==> src/rtl/line_pkg.sv <==
// Shared geometry and state encoding for the line point generator.
package line_pkg;
    localparam int X_W            = 11;
    localparam int Y_W            = 10;
    localparam int V_MAX_DFLT     = 720;
    localparam int FRAC_BITS_DFLT = 8;

    typedef enum logic [1:0] {
        IDLE   = 2'd0,
        INIT   = 2'd1,
        STREAM = 2'd2,
        DONE   = 2'd3
    } line_state_e;
endpackage

==> src/rtl/line_round_sat.sv <==
// Combinational round-half-up of a fixed-point row accumulator, clamped to 0..V_MAX-1.
module line_round_sat
    import line_pkg::*;
#(
    parameter int ACC_W     = 32,
    parameter int FRAC_BITS = FRAC_BITS_DFLT,
    parameter int V_MAX     = V_MAX_DFLT
) (
    input  logic signed [ACC_W-1:0] acc_i,
    output logic        [Y_W-1:0]   y_o
);
    localparam logic signed [ACC_W-1:0] HALF = ACC_W'(2 ** (FRAC_BITS - 1));
    localparam logic signed [ACC_W-1:0] TOP  = ACC_W'(V_MAX - 1);

    logic signed [ACC_W-1:0] rnd_s;

    // Round, then clamp negative rows to 0 and rows past the frame to the bottom line.
    always_comb begin
        rnd_s = (acc_i + HALF) >>> FRAC_BITS;
        if (rnd_s[ACC_W-1]) begin
            y_o = '0;
        end else if (rnd_s > TOP) begin
            y_o = Y_W'(V_MAX - 1);
        end else begin
            y_o = rnd_s[Y_W-1:0];
        end
    end
endmodule

==> src/rtl/line_point_gen.sv <==
// Streams (x, y) points along y = a*x + b over [x_start, x_end] using a one-add DDA.
// Build option LINE_CLIP_EN: skip out-of-frame points instead of saturating them.
module line_point_gen
    import line_pkg::*;
#(
    parameter int SLOPE_W   = 16,
    parameter int FRAC_BITS = FRAC_BITS_DFLT,
    parameter int V_MAX     = V_MAX_DFLT,
    parameter int ACC_W     = 32
) (
    input  logic               clk_in,
    input  logic               rst_in,
    input  logic [SLOPE_W-1:0] a_in,
    input  logic [Y_W-1:0]     b_in,
    input  logic [X_W-1:0]     x_start_in,
    input  logic [X_W-1:0]     x_end_in,
    input  logic               valid_in,
    output logic               ready_out,
    output logic [X_W-1:0]     x_out,
    output logic [Y_W-1:0]     y_out,
    output logic               valid_out,
    input  logic               ready_in,
    output logic               last_out,
    output logic               done_out,
    output logic               busy_out
);
    line_state_e             state_q, state_d;
    logic [SLOPE_W-1:0]      a_q, a_d;
    logic [Y_W-1:0]          b_q, b_d;
    logic [X_W-1:0]          xs_q, xs_d, xe_q, xe_d, x_cnt_q, x_cnt_d;
    logic signed [ACC_W-1:0] y_acc_q, y_acc_d;
    logic signed [ACC_W-1:0] a_ext_s, b_ext_s, x_ext_s, y_init_s;
    logic [Y_W-1:0]          y_sat_s;
    logic                    at_end_s, emit_s, last_s;

    assign a_ext_s  = ACC_W'($signed(a_q));
    assign b_ext_s  = ACC_W'(b_q);
    assign x_ext_s  = ACC_W'(xs_q);
    assign y_init_s = (b_ext_s <<< FRAC_BITS) + a_ext_s * x_ext_s;
    assign at_end_s = (x_cnt_q == xe_q);

    line_round_sat #(
        .ACC_W     (ACC_W),
        .FRAC_BITS (FRAC_BITS),
        .V_MAX     (V_MAX)
    ) u_round_sat (
        .acc_i (y_acc_q),
        .y_o   (y_sat_s)
    );

`ifdef LINE_CLIP_EN
    localparam logic signed [ACC_W-1:0] HALF = ACC_W'(2 ** (FRAC_BITS - 1));
    localparam logic signed [ACC_W-1:0] TOP  = ACC_W'(V_MAX - 1);

    function automatic logic in_rows(input logic signed [ACC_W-1:0] v);
        logic signed [ACC_W-1:0] r;
        r = (v + HALF) >>> FRAC_BITS;
        return !r[ACC_W-1] && (r <= TOP);
    endfunction

    // The line is monotonic, so once the next x leaves the frame no later x returns to it.
    assign emit_s = (state_q == STREAM) && in_rows(y_acc_q);
    assign last_s = at_end_s || !in_rows(y_acc_q + a_ext_s);
`else
    assign emit_s = (state_q == STREAM);
    assign last_s = at_end_s;
`endif

    // Next-state and datapath update for the command FSM.
    always_comb begin
        state_d = state_q;
        a_d     = a_q;
        b_d     = b_q;
        xs_d    = xs_q;
        xe_d    = xe_q;
        x_cnt_d = x_cnt_q;
        y_acc_d = y_acc_q;
        case (state_q)
            IDLE: begin
                if (valid_in) begin
                    a_d     = a_in;
                    b_d     = b_in;
                    xs_d    = x_start_in;
                    xe_d    = x_end_in;
                    state_d = INIT;
                end else begin
                    state_d = IDLE;
                end
            end
            INIT: begin
                if (xe_q < xs_q) begin
                    state_d = DONE;
                end else begin
                    y_acc_d = y_init_s;
                    x_cnt_d = xs_q;
                    state_d = STREAM;
                end
            end
            STREAM: begin
                if (emit_s && !ready_in) begin
                    state_d = STREAM;
                end else if (emit_s ? last_s : at_end_s) begin
                    state_d = DONE;
                end else begin
                    x_cnt_d = x_cnt_q + 1'b1;
                    y_acc_d = y_acc_q + a_ext_s;
                end
            end
            DONE: begin
                state_d = IDLE;
            end
            default: begin
                state_d = IDLE;
            end
        endcase
    end

    // Registers; reset drops any command in flight without a done pulse.
    always_ff @(posedge clk_in) begin
        if (rst_in) begin
            state_q <= IDLE;
            a_q     <= '0;
            b_q     <= '0;
            xs_q    <= '0;
            xe_q    <= '0;
            x_cnt_q <= '0;
            y_acc_q <= '0;
        end else begin
            state_q <= state_d;
            a_q     <= a_d;
            b_q     <= b_d;
            xs_q    <= xs_d;
            xe_q    <= xe_d;
            x_cnt_q <= x_cnt_d;
            y_acc_q <= y_acc_d;
        end
    end

    assign ready_out = (state_q == IDLE);
    assign busy_out  = (state_q != IDLE);
    assign done_out  = (state_q == DONE);
    assign valid_out = emit_s;
    assign last_out  = emit_s && last_s;
    assign x_out     = emit_s ? x_cnt_q : '0;
    assign y_out     = emit_s ? y_sat_s : '0;
endmodule

==> config.mk <==
export PLATFORM = sky130hd
export DESIGN_NAME = line_point_gen
export DESIGN_NICKNAME = d
export VERILOG_FILES = /design/src/rtl/line_pkg.sv /design/src/rtl/line_round_sat.sv /design/src/rtl/line_point_gen.sv
export SDC_FILE = /design/constraint.sdc
export NUM_CORES = 1
export LEC_CHECK = 0
export ABC_AREA = 1
export ABC_CLOCK_PERIOD_IN_PS = 8300
export BUFFER_PORTS_ARGS = -buffer_cell sky130_fd_sc_hd__buf_4
export CAP_MARGIN = 15
export CORE_MARGIN = 3
export CORE_UTILIZATION = 59
export CTS_CLUSTER_DIAMETER = 100
export DETAILED_ROUTE_END_ITERATION = 8
export PLACE_DENSITY = 0.89
export SETUP_SLACK_MARGIN = 0.4
export SLEW_MARGIN = 10
export SYNTH_ARGS = -nofsm -noshare
export SYNTH_HDL_FRONTEND = slang
export SYNTH_SLANG_ARGS = --single-unit
==> constraint.sdc <==
create_clock -name clk_in -period 8.3 [get_ports clk_in]
set_input_delay 0.415 -clock clk_in [delete_from_list [all_inputs] [get_ports clk_in]]
set_output_delay 0.415 -clock clk_in [all_outputs]
set_load 0.01 [all_outputs]
After elaboration in Yosys (flattened, before gate mapping)
Index checks and enable logic that the tools add are counted.

Logic and storage cells: 47. Input bits: 52. Bits in registers: 93. Memories: 0. Memory bits (writable): 0. Latch bits: 0. Output and inout port bits: 26. ROM bits: 0.

Order comparisons: 2. $add $sub $neg: 4. Equal/unequal tests: 8. Divide/modulo/power cells: 0. Bitwise operators: 0. Reductions and logical operators: 8. $mul: 1. Muxes and demuxes: 17. Shift operators: 0.

Operators with widths (number): 32-bit two-way mux (3); 32-bit case mux with 2 select lines (1); 11-bit two-way mux (4); 32-bit by 16-bit adder with 32-bit output (1); 32-bit by 9-bit adder with 32-bit output (second input constant) (1); 10-bit two-way mux (3); 19-bit by 28-bit adder with 29-bit output (1); 16-bit by 12-bit multiplier with 28-bit output (1); 24-bit by 11-bit greater-than comparator with 1-bit output (second input constant) (1); 11-bit case mux with 2 select lines (1); 11-bit by 1-bit adder with 11-bit output (second input constant) (1); 11-bit == test (1); 11-bit < comparator (1); 2-bit case mux with 4 select lines (1); 2-bit inequality test (second input constant) (3); 2-bit == test (second input constant) (2); 2-bit two-way mux (2); 4-bit AND reduction (1); 2-bit nonzero test (2); 3-bit by 1-bit inequality test with 1-bit output (second input constant) (1); 2-bit by 1-bit == test with 1-bit output (second input constant) (1); 1-bit logical AND (2); 2-bit zero test (1); 1-bit two-way mux (2); other kinds (2) (2).

Depth between registers and ports, before layout
Word-level depth: 5. Mapped depth: 27. Depth with buffers taken out: 25.

Modules after synthesis
A second synthesis with hierarchy kept.

Cells, all modules: 2519. Area total of the unflattened synthesis: 15914.0 sq um.

By module, submodules not included: line_point_gen (sequential area each 1861.8 sq um, cells each 2300, area each 14831.7 sq um, instances 1); line_round_sat (sequential area each 0.0 sq um, cells each 219, area each 1082.3 sq um, instances 1).

Worst setup path after synthesis
OpenSTA, ideal clock, no wires.

Path kind: register to register. From: reg a_q[15]. To: reg y_acc_q[28]. Clock period less this slack: 5530 ps. Data required time: 8185 ps. Library setup time: 115 ps. Setup slack: 2770 ps. Cell stages (with the launch flop): 25. Arrival: 5416 ps. Buffers on the path: 1. Path through: dfxtp_1 > clkbuf_1 > nand2_1 > inv_1 > fa_1 > inv_1 > fa_1 > fa_1 > inv_1 > fa_1 > inv_1 > fa_1 > inv_1 > ha_1 > nand2_1 > nor3_1 > nand2_1 > nor2_1 > nand2_1 > nand3_1 > nand2_1 > nand3_1 > nand2_1 > nor2_1 > nor2_1.

Word-level cells in the longest chain between the ends: 4. Elaborated cells on any way between the ends: 7. Classes of those cells: add/sub: 2; mul: 1; mux: 4.

RTL lines: start: declaration (RTL line line_point_gen.sv:28) `logic [SLOPE_W-1:0] a_q, a_d;`; start signal: assignment (RTL line line_point_gen.sv:122) `a_q <= '0;`; start signal: assignment (RTL line line_point_gen.sv:130) `a_q <= a_d;`; 16-bit by 12-bit multiplier with 28-bit output / 32-bit by 16-bit adder with 32-bit output (equally long branches) (RTL line line_point_gen.sv:39, line_point_gen.sv:106); 19-bit by 28-bit adder with 29-bit output / 32-bit two-way mux (equally long branches) (RTL line line_point_gen.sv:39, line_point_gen.sv:102); 32-bit two-way mux, on equally long branches (RTL line line_point_gen.sv:91, line_point_gen.sv:100); 32-bit case mux with 2 select lines * (RTL line line_point_gen.sv:78) `case (state_q)`; end signal: assignment (RTL line line_point_gen.sv:135) `y_acc_q <= y_acc_d;`; end: declaration (RTL line line_point_gen.sv:31) `logic signed [ACC_W-1:0] y_acc_q, y_acc_d;`.

Every way passes the cells marked *; elsewhere a longest branch is shown, timed or not. The select of a mux whose other input is x is not followed. A chain may end at the register's enable or synchronous reset.

Worst setup path after layout
From: reg xs_q[3]. To: reg y_acc_q[30].

Word-level cells in the longest chain between the ends: 4. Elaborated cells on any way between the ends: 7. Classes of those cells: add/sub: 1; mul: 1; order compare: 1; eq/ne: 1; mux: 2; reduce/logical: 1.

RTL lines: start: declaration (RTL line line_point_gen.sv:30) `logic [X_W-1:0] xs_q, xs_d, xe_q, xe_d, x_cnt_q, x_cnt_d;`; start signal: assignment (RTL line line_point_gen.sv:132) `xs_q <= xs_d;`; 16-bit by 12-bit multiplier with 28-bit output (RTL line line_point_gen.sv:39) `assign y_init_s = (b_ext_s <<< FRAC_BITS) + a_ext_s * x_ext_s;`; 19-bit by 28-bit adder with 29-bit output (RTL line line_point_gen.sv:39); 32-bit two-way mux (RTL line line_point_gen.sv:91) `if (xe_q < xs_q) begin`; 32-bit case mux with 2 select lines (RTL line line_point_gen.sv:78).

Several ways; a longest one is shown, not always the timed one. The select of a mux whose other input is x is not followed.

==> impl_results.md <==
* Status: completed
* Arr. time, crit path at 6.29 ns
* Synth Area per Inst at 6.79 um2
* CP max-delay cell: dfxtp_1
* Tcrit/Tclk final at 0.725
* Commonest non-fill, non-tap cells in the layout: 506 x nand2_1, 442 x inv_1, 200 x nor2_1
* Setup CP Type: flip-flop to flip-flop
* Worst-path maximum fanout at 18
* # resized after CTS at 0
* Top_reg_cell synth: dfxtp_1
* P&R area growth vs syn at 6.98%
* Die Area at 26300 um2
* Mapped cell area at 14400 um2
* Vias at 13700
* Rows at between 50 and 60
* # Post-CTS Setup Buffers at 0
* Vias in the first global route at 14300
* Layout cells sized above 1 at 0.0612
* Combinational share of power at 0.695
* Finished Layout Cells at around 2500
* Sum of buffers and inverters on the critical path at 5
* Hold Slack at between 0.2 and 0.3 ns
* Startpoint Class: flip-flop
* Final HPWL DP at between 30000 and 40000 um
* Grt ovf at 0
* DR pass1 iterations at 8
* Io pins at 78
* Fin Setup TNS at 0 ns
* GPL Wtd Cong at 0.942
* Largest net degree at the start of global routing at 74
* CP endpoint kind: flip-flop
* Wirelength per Cell at 16.9 um
* Slowest stage delay, CP at around 0.94 ns
* Die H at 162 um
* Synth Instances at 2122
* Clock network power share at 0.100
* Placed cell count at 2445
* First-pass GRT wire length at between 60000 and 70000 um
* CP top delay family: adder cells
* Sw power at 0.00274 W
* Max-slew headroom at 0.241
* Internal at approximately 0.0021 W
* # nets final at 2479
* HP Class: input pin to flip-flop
* GRT Resource Usage Total at 0.328
* Commonest non-fill, non-tap cell in the layout: nand2_1
* Most used cell along the critical path: nand2_1
* Required time of the critical path at approximately 8.6 ns
* # hold bufs at CTS at 0
* Switching part of the total at 0.571
* Routed length on met3 at 3270 um
* CTS clk-pin slew, worst paths at 0.08 ns
* Clk_skew at 0.0123 ns
* Syn Nets at 2463
* Measured slew at the worst slew-check pin at about 1.1 ns
* Fmax achieved at 166 MHz
* Top sig layer: met4
* Clk_lat worst skew at 0.37 ns
* Power per cell area at about 310 nW/um2
* Flops & latches, synth at 93
* Core area at 23800 um2
* Worst-path cell chain: nand2_1 -> inv_1 -> fa_1 -> inv_1 -> fa_1 -> fa_1 -> inv_1 -> fa_1 -> inv_1 -> fa_1 -> inv_1 -> ha_1 -> nand2_1 -> nor3_1 -> nand2_1 -> nor2_1 -> nand2_1 -> nand3_1 -> nand2_1 -> nand3_1 -> nand2_1 -> nor2_1 -> nor2_1
* Post-synthesis cell type count at 43
* Post-synthesis sequential area ratio at 0.129
* Leakage at roughly 8.3 nW
* Root Buffer: clkbuf_16
* WL final at 41600 um
* Number of buffer cells added on primary ports at 77
* Metal2 WL at 19800 um
* Initial antenna violation count at 0
* CTS Sinks at 93
* Sequential Power Share at 0.205
* Pins Over Slew Limit at 0
* Num CTS Buffers at 9
* Final hold vios at 0
* Crit path time final at between 6 and 7 ns
* Synth warnings at 0
* Initial Utilization at 0.606
* Routed met1 length at around 16000 um
* Async SR Flop Fraction at 0
* H-tree levels at 3
* Post-route DRC at 0
* Post-synth EDFFs at 0
* Maxcap violations at 0
* Die span in x at 162 um
* Clk buf depth at 2
* Total power at 0.00480 W
* Vias per std cell at 5.57
* CTS tree: done
* Setup violators final at 0
* Ant diodes at 0
* VDD IR max at 0.276 mV
* Routed Antenna Nets at 0
* RSZ-0062 raised after global routing: false
* Initial DRC count at 1103
==> state kept, by name, summed over array words and instances, names as in the netlist <==
name	cells
a_q	16
b_q	10
state_q	2
x_cnt_q	11
xe_q	11
xs_q	11
y_acc_q	32
==> metal layers <==
metal  track usage  vias to the layer above
met5             0                        -
met4         0.167                        0
met3        0.0530                      162
met2         0.565                      637
met1         0.397                     6418
li1              -                     6503
==> metrics by stage <==
stage	instance area, um2	utilization	setup WS, ns
floorplan	14400	-	2.77
finish	15400	0.649	2.28
CTS	15400	0.648	2.04
global route	15400	0.649	1.76
global placement	15100	0.635	2.23
detailed placement	15100	0.635	2.08
==> synth_stat cells (all sizes together) (16+ instances only) <==
cell type,n,share of area
fa,175,0.24
o21ai,137,0.048
nand3b,18,0.0094
ha,114,0.099
nor2,209,0.058
xor2,27,0.016
a21oi,142,0.049
nand3,78,0.028
dfxtp,93,0.13
clkbuf,63,0.017
inv,448,0.12
nor3,22,0.0083
nand4,16,0.0069
nand2,518,0.14
==> cells by family (layout without fill, tap and decap cells) <==
| logic type | after synthesis | in the layout | synth area share |
|---|---|---|---|
| and+or+nand+nor | 872 | 872 | 0.254 |
| buffers and inverters | 525 | 545 | 0.141 |
| AOI/OAI and AO/OA | 304 | 304 | 0.110 |
| adders and majority gates | 289 | 289 | 0.342 |
| DFF | 93 | 93 | 0.129 |
| xor gates and xnor gates | 39 | 39 | 0.0237 |
==> final cells by class <==
cell class / instances / area (um2)
multi-input cells: 1504 / 10500
fillers: 2051 / 8340
flip-flops and latches: 93 / 1860
inverters: 448 / 1690
repair buffers: 82 / 623
well taps: 319 / 399
clock buffers: 9 / 225
clock inverters: 6 / 93.8
==> power groups by stage <==
stage / sequential, W / clock (W) / combinational, W
after floorplan: 0.000712 / 0 / 0.00261
after global placement: 0.000966 / 0 / 0.00316
after detailed placement: 0.000974 / 0 / 0.00327
after CTS: 0.000965 / 0.000479 / 0.00330
after global routing: 0.000990 / 0.000496 / 0.00381
final: 0.000982 / 0.000482 / 0.00333
==> tightest hold or removal path, delay by kind of cell <==
kind	cells	cell delay, ns
buf+inv	1	0.07
compound gates	1	0.07
simple gates	1	0.07
==> final timing paths <==
check	from	depth (start not counted)	slack (ns)	end
worst max-delay path	xs_q[3]	23	2.28	y_acc_q[30]
worst min-delay path	a_in[13]	3	0.29	a_q[13]
worst max register to register	xs_q[3]	23	2.28	y_acc_q[30]
worst min register to register	y_acc_q[3]	2	0.49	y_acc_q[3]
No activity file was read; power rests on OpenSTA's default activity.
